[src/rtl/iu_mul_sequencer.sv]
// Sequential 32x32 integer multiplier (UMUL/SMUL/UMULcc/SMULcc).
// Radix-2 shift-add over magnitudes, sign fix-up, then a one-cycle result strobe.
module iu_mul_sequencer (
    input  logic        clk,
    input  logic        rst,
    input  logic        start,
    input  logic [5:0]  op,
    input  logic [31:0] a,
    input  logic [31:0] b,
    output logic        ready,
    output logic        done,
    output logic [31:0] rd_out,
    output logic [31:0] y_out,
    output logic        y_we,
    output logic [3:0]  icc_out,
    output logic        icc_we,
    output logic        op_err
);

    typedef enum logic [1:0] {IDLE, MUL, FIX, DONE} state_t;

    state_t      state_q, state_d;
    logic [4:0]  cnt_q, cnt_d;
    logic [63:0] prod_q, prod_d;
    logic [31:0] mcand_q, mcand_d;
    logic        neg_q, neg_d;
    logic        cc_q, cc_d;
    logic [31:0] rd_q, rd_d;
    logic [31:0] y_q, y_d;
    logic [3:0]  icc_q, icc_d;
    logic        err_q, err_d;

    logic        op_ok, op_signed, op_cc;
    logic [31:0] a_mag, b_mag;
    logic [32:0] sum;

    always_comb begin
        op_ok     = 1'b0;
        op_signed = 1'b0;
        op_cc     = 1'b0;
        case (op)
            6'b001010: op_ok = 1'b1;
            6'b001011: begin op_ok = 1'b1; op_signed = 1'b1; end
            6'b011010: begin op_ok = 1'b1; op_cc = 1'b1; end
            6'b011011: begin op_ok = 1'b1; op_signed = 1'b1; op_cc = 1'b1; end
            default:   op_ok = 1'b0;
        endcase
        // 0x80000000 negates to itself, which is exactly the unsigned magnitude 2^31
        a_mag = (op_signed && a[31]) ? -a : a;
        b_mag = (op_signed && b[31]) ? -b : b;
    end

    always_comb begin
        state_d = state_q;
        cnt_d   = cnt_q;
        prod_d  = prod_q;
        mcand_d = mcand_q;
        neg_d   = neg_q;
        cc_d    = cc_q;
        rd_d    = rd_q;
        y_d     = y_q;
        icc_d   = icc_q;
        err_d   = 1'b0;
        sum     = '0;
        case (state_q)
            IDLE: begin
                if (start) begin
                    if (op_ok) begin
                        state_d = MUL;
                        cnt_d   = '0;
                        prod_d  = {32'd0, a_mag};
                        mcand_d = b_mag;
                        neg_d   = op_signed & (a[31] ^ b[31]);
                        cc_d    = op_cc;
                    end else begin
                        err_d = 1'b1;
                    end
                end
            end
            MUL: begin
                sum    = {1'b0, prod_q[63:32]} + (prod_q[0] ? {1'b0, mcand_q} : 33'd0);
                prod_d = {sum, prod_q[31:1]};
                cnt_d  = cnt_q + 5'd1;
                if (cnt_q == 5'd31) state_d = FIX;
            end
            FIX: begin
                // Two cycles: counter (wrapped to 0) selects negate step, then result load
                if (cnt_q == 5'd0) begin
                    if (neg_q) prod_d = -prod_q;
                    cnt_d = 5'd1;
                end else begin
                    state_d = DONE;
                    rd_d    = prod_q[31:0];
                    y_d     = prod_q[63:32];
                    if (cc_q) icc_d = {prod_q[31], (prod_q[31:0] == '0), 2'b00};
                end
            end
            DONE: state_d = IDLE;
            default: state_d = IDLE;
        endcase
    end

    always_ff @(posedge clk or posedge rst) begin
        if (rst) begin
            state_q <= IDLE;
            cnt_q   <= '0;
            prod_q  <= '0;
            mcand_q <= '0;
            neg_q   <= 1'b0;
            cc_q    <= 1'b0;
            rd_q    <= '0;
            y_q     <= '0;
            icc_q   <= '0;
            err_q   <= 1'b0;
        end else begin
            state_q <= state_d;
            cnt_q   <= cnt_d;
            prod_q  <= prod_d;
            mcand_q <= mcand_d;
            neg_q   <= neg_d;
            cc_q    <= cc_d;
            rd_q    <= rd_d;
            y_q     <= y_d;
            icc_q   <= icc_d;
            err_q   <= err_d;
        end
    end

    assign ready   = (state_q == IDLE);
    assign done    = (state_q == DONE);
    assign y_we    = done;
    assign icc_we  = done & cc_q;
    assign rd_out  = rd_q;
    assign y_out   = y_q;
    assign icc_out = icc_q;
    assign op_err  = err_q;

endmodule

[config.mk]
export PLATFORM = sky130hd
export DESIGN_NAME = iu_mul_sequencer
export DESIGN_NICKNAME = d
export VERILOG_FILES = /design/src/rtl/iu_mul_sequencer.sv
export SDC_FILE = /design/constraint.sdc
export NUM_CORES = 1
export LEC_CHECK = 0
export ABC_CLOCK_PERIOD_IN_PS = 17460
export CORE_ASPECT_RATIO = 1.5
export CORE_MARGIN = 2
export CORE_UTILIZATION = 55
export DETAILED_ROUTE_END_ITERATION = 12
export PLACE_DENSITY = 0.79
export SLEW_MARGIN = 20
export SYNTH_ARGS = -nofsm -noshare
export SYNTH_HDL_FRONTEND = slang
export SYNTH_SLANG_ARGS = --single-unit
[constraint.sdc]
create_clock -name clk -period 17.46 [get_ports clk]
set_input_delay 3.492 -clock clk [delete_from_list [all_inputs] [get_ports clk]]
set_output_delay 3.492 -clock clk [all_outputs]
set_load 0.01 [all_outputs]
# Word-level counts from Yosys, hierarchy flattened
# Cells that the tools add are included.
[classes] bitwise_logic=4 reduce_logical=15 muxes=23 n_addsub=5 eq_ne=14
[ops] cell="$mux 64" n=4
[ops] cell="$pmux 64 s3" n=1
[ops] cell="$mux 32" n=3
[ops] cell="$neg 32->32" n=2
[ops] cell="$neg 64->64" n=1
[ops] cell="$add 32x32->33" n=1
[ops] cell="$logic_not 32->1" n=1
[ops] cell="$mux 5" n=3
[ops] cell="$pmux 5 s3" n=1
[ops] cell="$eq 6x4->1 const B" n=2
[ops] cell="$eq 6x5->1 const B" n=2
[ops] cell="$ne 2x2->1 const B" n=5
[ops] cell="$mux 2" n=4
[ops] cell="$pmux 2 s4" n=1
[ops] cell="$reduce_and 4->1" n=2
[ops] cell="$mux 1" n=6
[ops] cell="$reduce_and 3->1" n=2
[ops] cell="$add 5x1->5 const B" n=1
[ops] cell="$eq 5x5->1 const B" n=1
[ops] cell="$logic_not 5->1" n=1
[ops] cell="$reduce_and 5->1" n=1
[ops] cell="$eq 2x2->1 const B" n=2
[ops] cell="$reduce_or 2->1" n=2
[ops] cell="$reduce_or 4->1" n=1
[ops] cell="9 further kinds" n=11
[totals] output_inout_bits=73 reg_bits=172 input_bits=73 wordCells=71

# Longest topological paths before layout
# Gate-level depths: netlist of run 1.
[logic_depth] word_depth=8 ltp_mapped=13 mapped_depth_nobuf=12

# Worst setup path before layout of run 1
# Ideal clock, no wire load.
[synth_path] path_type="input-to-reg" startpoint="input port a[8]" endpoint="register prod_q[28]" path_slack_ns=11.636 path_buffers=0 path_stages=8 setup_ns=0.121 t_required_ns=17.339 t_arrival_ns=5.703 cell_sequence="or3_1 -> nor4_1 -> nor4b_1 -> nand2_1 -> o41ai_1 -> xor2_1 -> o21ai_0 -> a22o_1"
[synth_via] elab_chain_cells=5
[synth_lines] item="start, declared" line_no="8" rtl="input logic [31:0] a,"
[synth_lines] item="$neg 32->32" line_no="49" rtl="a_mag = (op_signed && a[31]) ? -a : a;"
[synth_lines] item="$mux 32" line_no="49"
[synth_lines] item="$mux 64" line_no="68" rtl="if (op_ok) begin"
[synth_lines] item="$mux 64" line_no="67" rtl="if (start) begin"
[synth_lines] item="$pmux 64 s3" line_no="65" rtl="case (state_q)"
[synth_lines] item="end signal, assigned" line_no="118" rtl="prod_q <= prod_d;"
[synth_lines] item="end, declared" line_no="24" rtl="logic [63:0] prod_q, prod_d;"
# No other way between the ends. The select of a mux whose other input is x is not followed.
# A chain may end at the register's enable or synchronous reset.

# Final worst setup path of run 1
[layout_path] startpoint="input port op[3]" endpoint="register prod_q[48]"
[layout_via] elab_chain_cells=5 elab_cells_between_ends=8 cone_classes="eq/ne: 5; mux: 1; reduce/logical: 2"
[layout_lines] item="start, declared" line_no="7" rtl="input logic [5:0] op,"
[layout_lines] item="$eq 6x5->1 / $eq 6x4->1 (equally long branches)" line_no="41" rtl="case (op)"
[layout_lines] item="$reduce_or 4->1 (no source line) (*)"
[layout_lines] item="$mux 1 (*)" line_no="41"
[layout_lines] item="$ne 2x1->1 (no source line) (*)"
[layout_lines] item="$reduce_and 5->1 (no source line) (*)"
# Mark *: on every way between the ends. The rest lies on a longest branch, timed or not.

==> metrics.txt, run 1 <==
ys flop type=dfrtp_1; Core Area=20300 sq um; CP Launch Type=input pin; CTS max path bufs=2; DR pass1 iterations=6; Vias/cell=6.20; Unique masters post-synth=71; Comb power frac=48.8%; final core utilization=66.7%; Final Non-Filler Cells=1796; standard-cell rows=64; H-tree Lvls=4; Fin. Hold Viols=0; Hold WC Path Type=reg -> reg; Crit Path Category=in -> reg; Seq cells post-synth=172; Clock power frac=18.5%; Largest stage delay, worst path=0.80 ns; post-synthesis cell area=11400 sq um; clk sinks=172; run status=finished, final reports clean; Syn Inst Count=1428; RSZ-0062 raised after global routing=no; R2R Setup Slk=13.12 ns; total DRC errors in the routed layout=0; Fin Setup TNS=0 ns; Inst Count DP=1766; IO Pins=146; post-synthesis sequential area ratio=37.8%; fill cell count=1748; Max-cap violations=0; relative slew slack=36.7%; crit path cell chain=clkdlybuf4s50_1 -> nor4bb_1 -> a21boi_0 -> or3_1 -> nand2b_1 -> buf_4 -> nor2_1 -> o21ai_0 -> o221ai_1; clk slew on worst S/H paths=0.06 ns; WL/cell=17.9 um; Port Buffers=143; highest clock rate=0.149 GHz; CTS Hold Bufs=0; Reg power frac=32.7%; Die X=122 um; CTS resizes=0; crit path buf inv count=2; leakage=0.00587 uW; fraction of layout cells with a size suffix above 1=4.05%; required time of the critical path=17.79 ns; routed via count=11138; Setup Skew=0.00672 ns; initial core utilization=56.0%; number of global-route vias before repair=10821; number of diodes=0; RePlAce Congestion=0.925; Mapped Avg Cell Area=7.98 sq um; critical path arrival=7.02 ns; share of flip-flops with an asynchronous set or reset=100%; Slew Limit Fails=0; crit path time final=6.69 ns; first-pass GRT wire length=52700 um; Final Setup Violations=0; clock root cell=clkbuf_16; Slowest cell on crit path=nor4bb_1; Pint=1250 uW; Least-Margin Pin Slew=0.937 ns; Peak VDD IR=0.103 mV; GRT overflow=0; Syn. warnings=0; Die ar.=21900 sq um; Psw=945 uW; Num CTS Buffers=17; final wirelength=32100 um; Starting DRT DRC Count=1146; hpwl dp=22600 um; remaining antenna violation count=0; crit end category=flip-flop; setup bufs post-CTS=0; EDFF count, synth=0; clk_lat worst skew=0.44 ns; P per Cell Area=162 nW/um^2; Power, Total=2200 uW; Sw Ratio=43.0%; area growth from synthesis to layout=19.1%; largest net degree at the start of global routing=99; CP Max Fanout=18; total track usage=29.8%; Final Cycle Share=38.3%; initial antenna violation count=0; NumNets Final=1637; Die Ht=180 um; top cell family by delay on the critical path=simple AND/OR/NAND/NOR gates; CTS tree=built
==> sequential cells by signal, indices dropped and copies added, names as in the netlist <==
register,flops
cc_q,1
op_err,1
mcand_q,32
neg_q,1
state_q,2
rd_out,32
icc_out,2
cnt_q,5
y_out,32
prod_q,64
==> cells in the final DEF, fill, tap and decap left out, types with 9 or more instances in the layout <==
master and count:
and3_1 12, a211oi_1 10, xor2_1 44, ha_1 42
nor3_1 63, nor4_1 12, nand3_1 19, o41ai_1 10
a22o_1 18, o31ai_1 17, nand2b_1 9, a31oi_1 11
a21oi_1 108, dfrtp_1 172, and2_1 33, or3_1 19
nand2_1 275, buf_4 15, o21ai_0 126, a32oi_1 13
inv_1 42, nor2_1 107, xnor2_1 45, nand4_1 10
a22oi_1 10, clkbuf_16 17, clkdlybuf4s50_1 143, a21o_1 11
==> synth_stat cells (all sizes together) (5+ instances only) <==
cell type | n | share of area (%)
a221o | 5 | 0.44
a31oi | 11 | 0.60
nand2 | 275 | 9.1
ha | 42 | 4.6
and2 | 34 | 1.9
o31ai | 17 | 1.1
inv | 43 | 1.4
or3 | 20 | 1.1
nor4 | 13 | 0.85
buf | 14 | 0.68
xnor2 | 45 | 3.5
and3 | 13 | 0.71
a21o | 11 | 0.72
dfrtp | 172 | 38
or4 | 10 | 0.72
nand4 | 10 | 0.55
a22o | 18 | 1.4
nor2 | 109 | 3.6
o21a | 5 | 0.33
clkbuf | 71 | 2.3
a222oi | 5 | 0.44
or2 | 5 | 0.30
a211oi | 10 | 0.66
nand3 | 19 | 0.83
o41ai | 10 | 0.77
o211ai | 8 | 0.53
o21ai | 128 | 5.6
nand2b | 10 | 0.55
a21oi | 108 | 4.7
a221oi | 5 | 0.38
nor2b | 6 | 0.33
a32oi | 13 | 1.0
nor3 | 63 | 2.8
a22oi | 10 | 0.66
xor2 | 44 | 3.4
==> power by group through the flow <==
stage	clock [uW]	sequential (uW)	combinational [uW]
floorplan	0	686	718
global placement	0	713	1030
detailed placement	0	719	1050
CTS	411	714	1060
global route	425	739	1190
finish	407	719	1070
==> final timing paths <==
kind | startpoint | end | cells after the start
hold / removal | rd_out[19] | rd_out[19] | 2
min in group asynchronous | rst | rd_out[30] | 2
setup / recovery | op[3] | prod_q[48] | 9
setup reg to reg | prod_q[0] | prod_q[55] | 11
hold reg to reg | rd_out[19] | rd_out[19] | 2
max in group asynchronous | rst | prod_q[36] | 3
==> layer usage <==
layer	vias up	GRT usage, %	share of wire [%]
li1	5237	-	-
met1	5246	35.7	39
met2	544	51.4	50
met3	111	4.37	6.4
met4	0	14.9	4.6
met5	-	0	0
==> cell type report <==
class                   instances  area (sq um)  area share [%]
clock buffers                  23           478            3.52
clock inverters                 7           138            1.01
inverters                      43           166            1.23
multi-input cells            1129          6610            48.7
flip-flops and latches        172          4300            31.7
well taps                     264           330            2.43
repair buffers                158          1540            11.4
==> logic make-up after synthesis <==
kind of cell             synth area share, %
AO/OA/AOI/OAI                           21.5
XOR/XNOR                                6.84
adder cells (fa/ha/maj)                 4.79
buffers and inverters                   4.43
flip-flops                              37.8
multiplexers                           0.571
other                                 0.0329
AND/OR/NAND/NOR                         24.0
==> tightest hold or removal path: stages, from the launching register on <==
cell     delay (ns)
dfrtp_1        0.34
nand2_1        0.05
nand2_1        0.05
==> per-stage QoR <==
step	hold WS [ns]	worst slack [ns]	instance area (sq um)
floorplan	0.473	9.31	11400
global placement	0.458	10.49	13000
detailed placement	0.462	10.35	13000
CTS	0.477	10.79	13600
global route	0.487	10.45	13600
finish	0.471	10.77	13600
Power figures use the tool's default switching activity.
==> run 2, diff against run 1 <==
--- a/config.mk
+++ b/config.mk
@@ -5,12 +5,12 @@
 export SDC_FILE = /design/constraint.sdc
 export NUM_CORES = 1
 export LEC_CHECK = 0
-export ABC_CLOCK_PERIOD_IN_PS = 17460
+export ABC_CLOCK_PERIOD_IN_PS = 5700
 export CORE_ASPECT_RATIO = 1.5
 export CORE_MARGIN = 2
-export CORE_UTILIZATION = 55
+export CORE_UTILIZATION = 51
 export DETAILED_ROUTE_END_ITERATION = 12
-export PLACE_DENSITY = 0.79
+export PLACE_DENSITY = 0.77
 export SLEW_MARGIN = 20
 export SYNTH_ARGS = -nofsm -noshare
 export SYNTH_HDL_FRONTEND = slang
==> constraint.sdc (replaced) <==
create_clock -name clk -period 5.7 [get_ports clk]
set_input_delay 1.14 -clock clk [delete_from_list [all_inputs] [get_ports clk]]
set_output_delay 1.14 -clock clk [all_outputs]
set_load 0.01 [all_outputs]
==> run 2 against run 1 <==
  * Worst hold slack improved by 0.0048 ns
  * First-iteration DRC count is 8.9% lower
  * Routed wire length shrank 0.72%
  * Flip-flop and latch count is the same
  * Critical path type is now reg -> reg
  * Largest cell class unchanged
==> metrics.txt, run 2 (synthesis gave the netlist of run 1 again) <==
fraction of layout cells with a size suffix above 1=4.55% (was 4.05%); NumNets Final=1642 (was 1637); Largest Register=prod_q (unchanged); required time of the critical path=6.00 ns (was 17.79 ns); Peak VDD IR=0.290 mV (was 0.103 mV); Storage cell area=4300 sq um (unchanged); CTS Hold Bufs=0 (unchanged); Pint=3950 uW (was 1250 uW); RePlAce Congestion=0.975 (was 0.925); Num CTS Buffers=17 (unchanged); Fin. Hold Viols=0 (unchanged); Sw Ratio=42.4% (was 43.0%); CP Launch Type=flip-flop (was input pin); worst hold start=rd_out[6] (was rd_out[19]); IO Pins=146 (unchanged); area growth from synthesis to layout=20.1% (was 19.1%); CP Launch Point=prod_q[0] (was op[3]); design area=13700 sq um (was 13600 sq um); number of flip-flops in the largest register=64 (unchanged); critical path arrival=4.55 ns (was 7.02 ns); number of global-route vias before repair=10763 (was 10821); Port Buffers=143 (unchanged); clk sinks=172 (unchanged); Clock power frac=19.6% (was 18.5%); clock root cell=clkbuf_16 (unchanged); Die Ht=187 um (was 180 um); crit end category=flip-flop (unchanged); RSZ-0062 raised after global routing=no (unchanged); Vias/cell=6.01 (was 6.20); Starting DRT DRC Count=1044 (was 1146); Comb power frac=48.5% (was 48.8%); CTS resizes=0 (unchanged); leakage=0.00592 uW (was 0.00587 uW); Final Cycle Share=74.5%; Hold WC Path Type=reg -> reg (unchanged); initial core utilization=51.5% (was 56.0%); largest net degree at the start of global routing=66 (was 99); Slew Limit Fails=0 (unchanged); highest clock rate=0.235 GHz; crit path time final=4.25 ns; Cell Area, Placed=13000 sq um (about the same); P per Cell Area=500 nW/um^2 (was 162 nW/um^2); CTS max path bufs=2 (unchanged); initial antenna violation count=0 (unchanged); clk_lat worst skew=0.45 ns (was 0.44 ns); Die ar.=23600 sq um (was 21900 sq um); total track usage=27.3% (was 29.8%); hpwl dp=23100 um (was 22600 um); remaining antenna violation count=0 (unchanged); first-pass GRT wire length=52600 um (was 52700 um); Setup Skew=0.00738 ns (was 0.00672 ns); run status=finished, final reports clean (unchanged); CTS tree=built (unchanged); WL/cell=17.6 um (was 17.9 um); final wirelength=31900 um (was 32100 um); fill cell count=1955 (was 1748); Psw=2900 uW (was 945 uW); final core utilization=61.9% (was 66.7%); routed via count=10901 (was 11138); Die X=126 um (was 122 um); DR pass1 iterations=7 (was 6); number of diodes=0 (unchanged); Reg power frac=31.9% (was 32.7%); standard-cell rows=67 (was 64); Max-cap violations=0 (unchanged); RR Startpoint=prod_q[0] (unchanged); Crit Path Category=reg -> reg (was in -> reg); area of the multi-input gates=6610 sq um (unchanged); relative slew slack=38.5% (was 36.7%); H-tree Lvls=4 (unchanged); GRT overflow=0 (unchanged); Core Area=22100 sq um (was 20300 sq um); total DRC errors in the routed layout=0 (unchanged); Least-Margin Pin Slew=0.922 ns (was 0.937 ns); Final Setup Violations=0 (unchanged); CP Max Fanout=18 (unchanged); clk slew on worst S/H paths=0.07 ns (was 0.06 ns); most frequent cells in the layout=nand2_1 (275), dfrtp_1 (172), clkdlybuf4s50_1 (143) (unchanged); Fin Setup TNS=0 ns (unchanged); most common cell after layout, fill and taps aside=nand2_1 (unchanged); setup bufs post-CTS=0 (unchanged)
run 2: cell count changes in the layout (fill, tap and decap cells not counted):
cell / delta
buf_4: +4
bufinv_16: +2
clkbuf_1: -2
clkinv_4: +2
buf_12: +1
clkbuf_8: -1
clkinvlp_4: +1
inv_6: -1
run 2: cell type report:
class | count | area share, %
tap | 276 | 2.52
clock inverter | 11 | 1.57
timing repair buffer | 163 | 11.6
sequential | 172 | 31.4
inverter | 43 | 1.21
clock buffer | 20 | 3.34
multi-input combinational | 1129 | 48.3
run 2: path summary, 6_finish.rpt:
kind	end	depth (start not counted)	slack, ns
max in group asynchronous	rd_out[4]	3	3.67
setup reg to reg	prod_q[59]	13	1.45
setup / recovery	prod_q[59]	13	1.45
hold / removal	rd_out[6]	2	0.48
hold reg to reg	rd_out[6]	2	0.48
min in group asynchronous	rd_out[26]	2	0.95
run 2: power groups by stage:
| stage | Combinational, uW | Sequential, uW | Clock (uW) |
|---|---|---|---|
| global route | 3660 | 2250 | 1400 |
| detailed placement | 3280 | 2190 | 0 |
| floorplan | 2200 | 2100 | 0 |
| finish | 3320 | 2180 | 1340 |
| CTS | 3310 | 2170 | 1350 |
| global placement | 3190 | 2180 | 0 |
run 2: critical path, cell delays in order (launching register included):
cell	delay (ns)
dfrtp_1	0.55
buf_4	0.27
and2_1	0.16
ha_1	0.21
fa_1	0.42
a21oi_1	0.25
o22ai_1	0.19
o31a_1	0.36
o31a_1	0.36
a221o_1	0.43
a221oi_1	0.55
nor3_1	0.10
a31oi_1	0.17
o21ai_0	0.09
run 2: stage by stage:
step	worst slack [ns]	cells	total power, uW	hold slack [ns]
after CTS	1.57	1814	6830	0.480
final	1.45	1814	6850	0.476
after floorplan	2.17	1429	4300	0.473
after global routing	1.28	1814	7320	0.494
after detailed placement	1.53	1783	5470	0.463
after global placement	1.58	1783	5370	0.458
run 2: metal layers:
metal,GRT usage (%),part of all wire [%]
met4,14.1,4.2
met5,0,0
met2,47.4,50
met3,4.18,5.2
met1,32.4,41
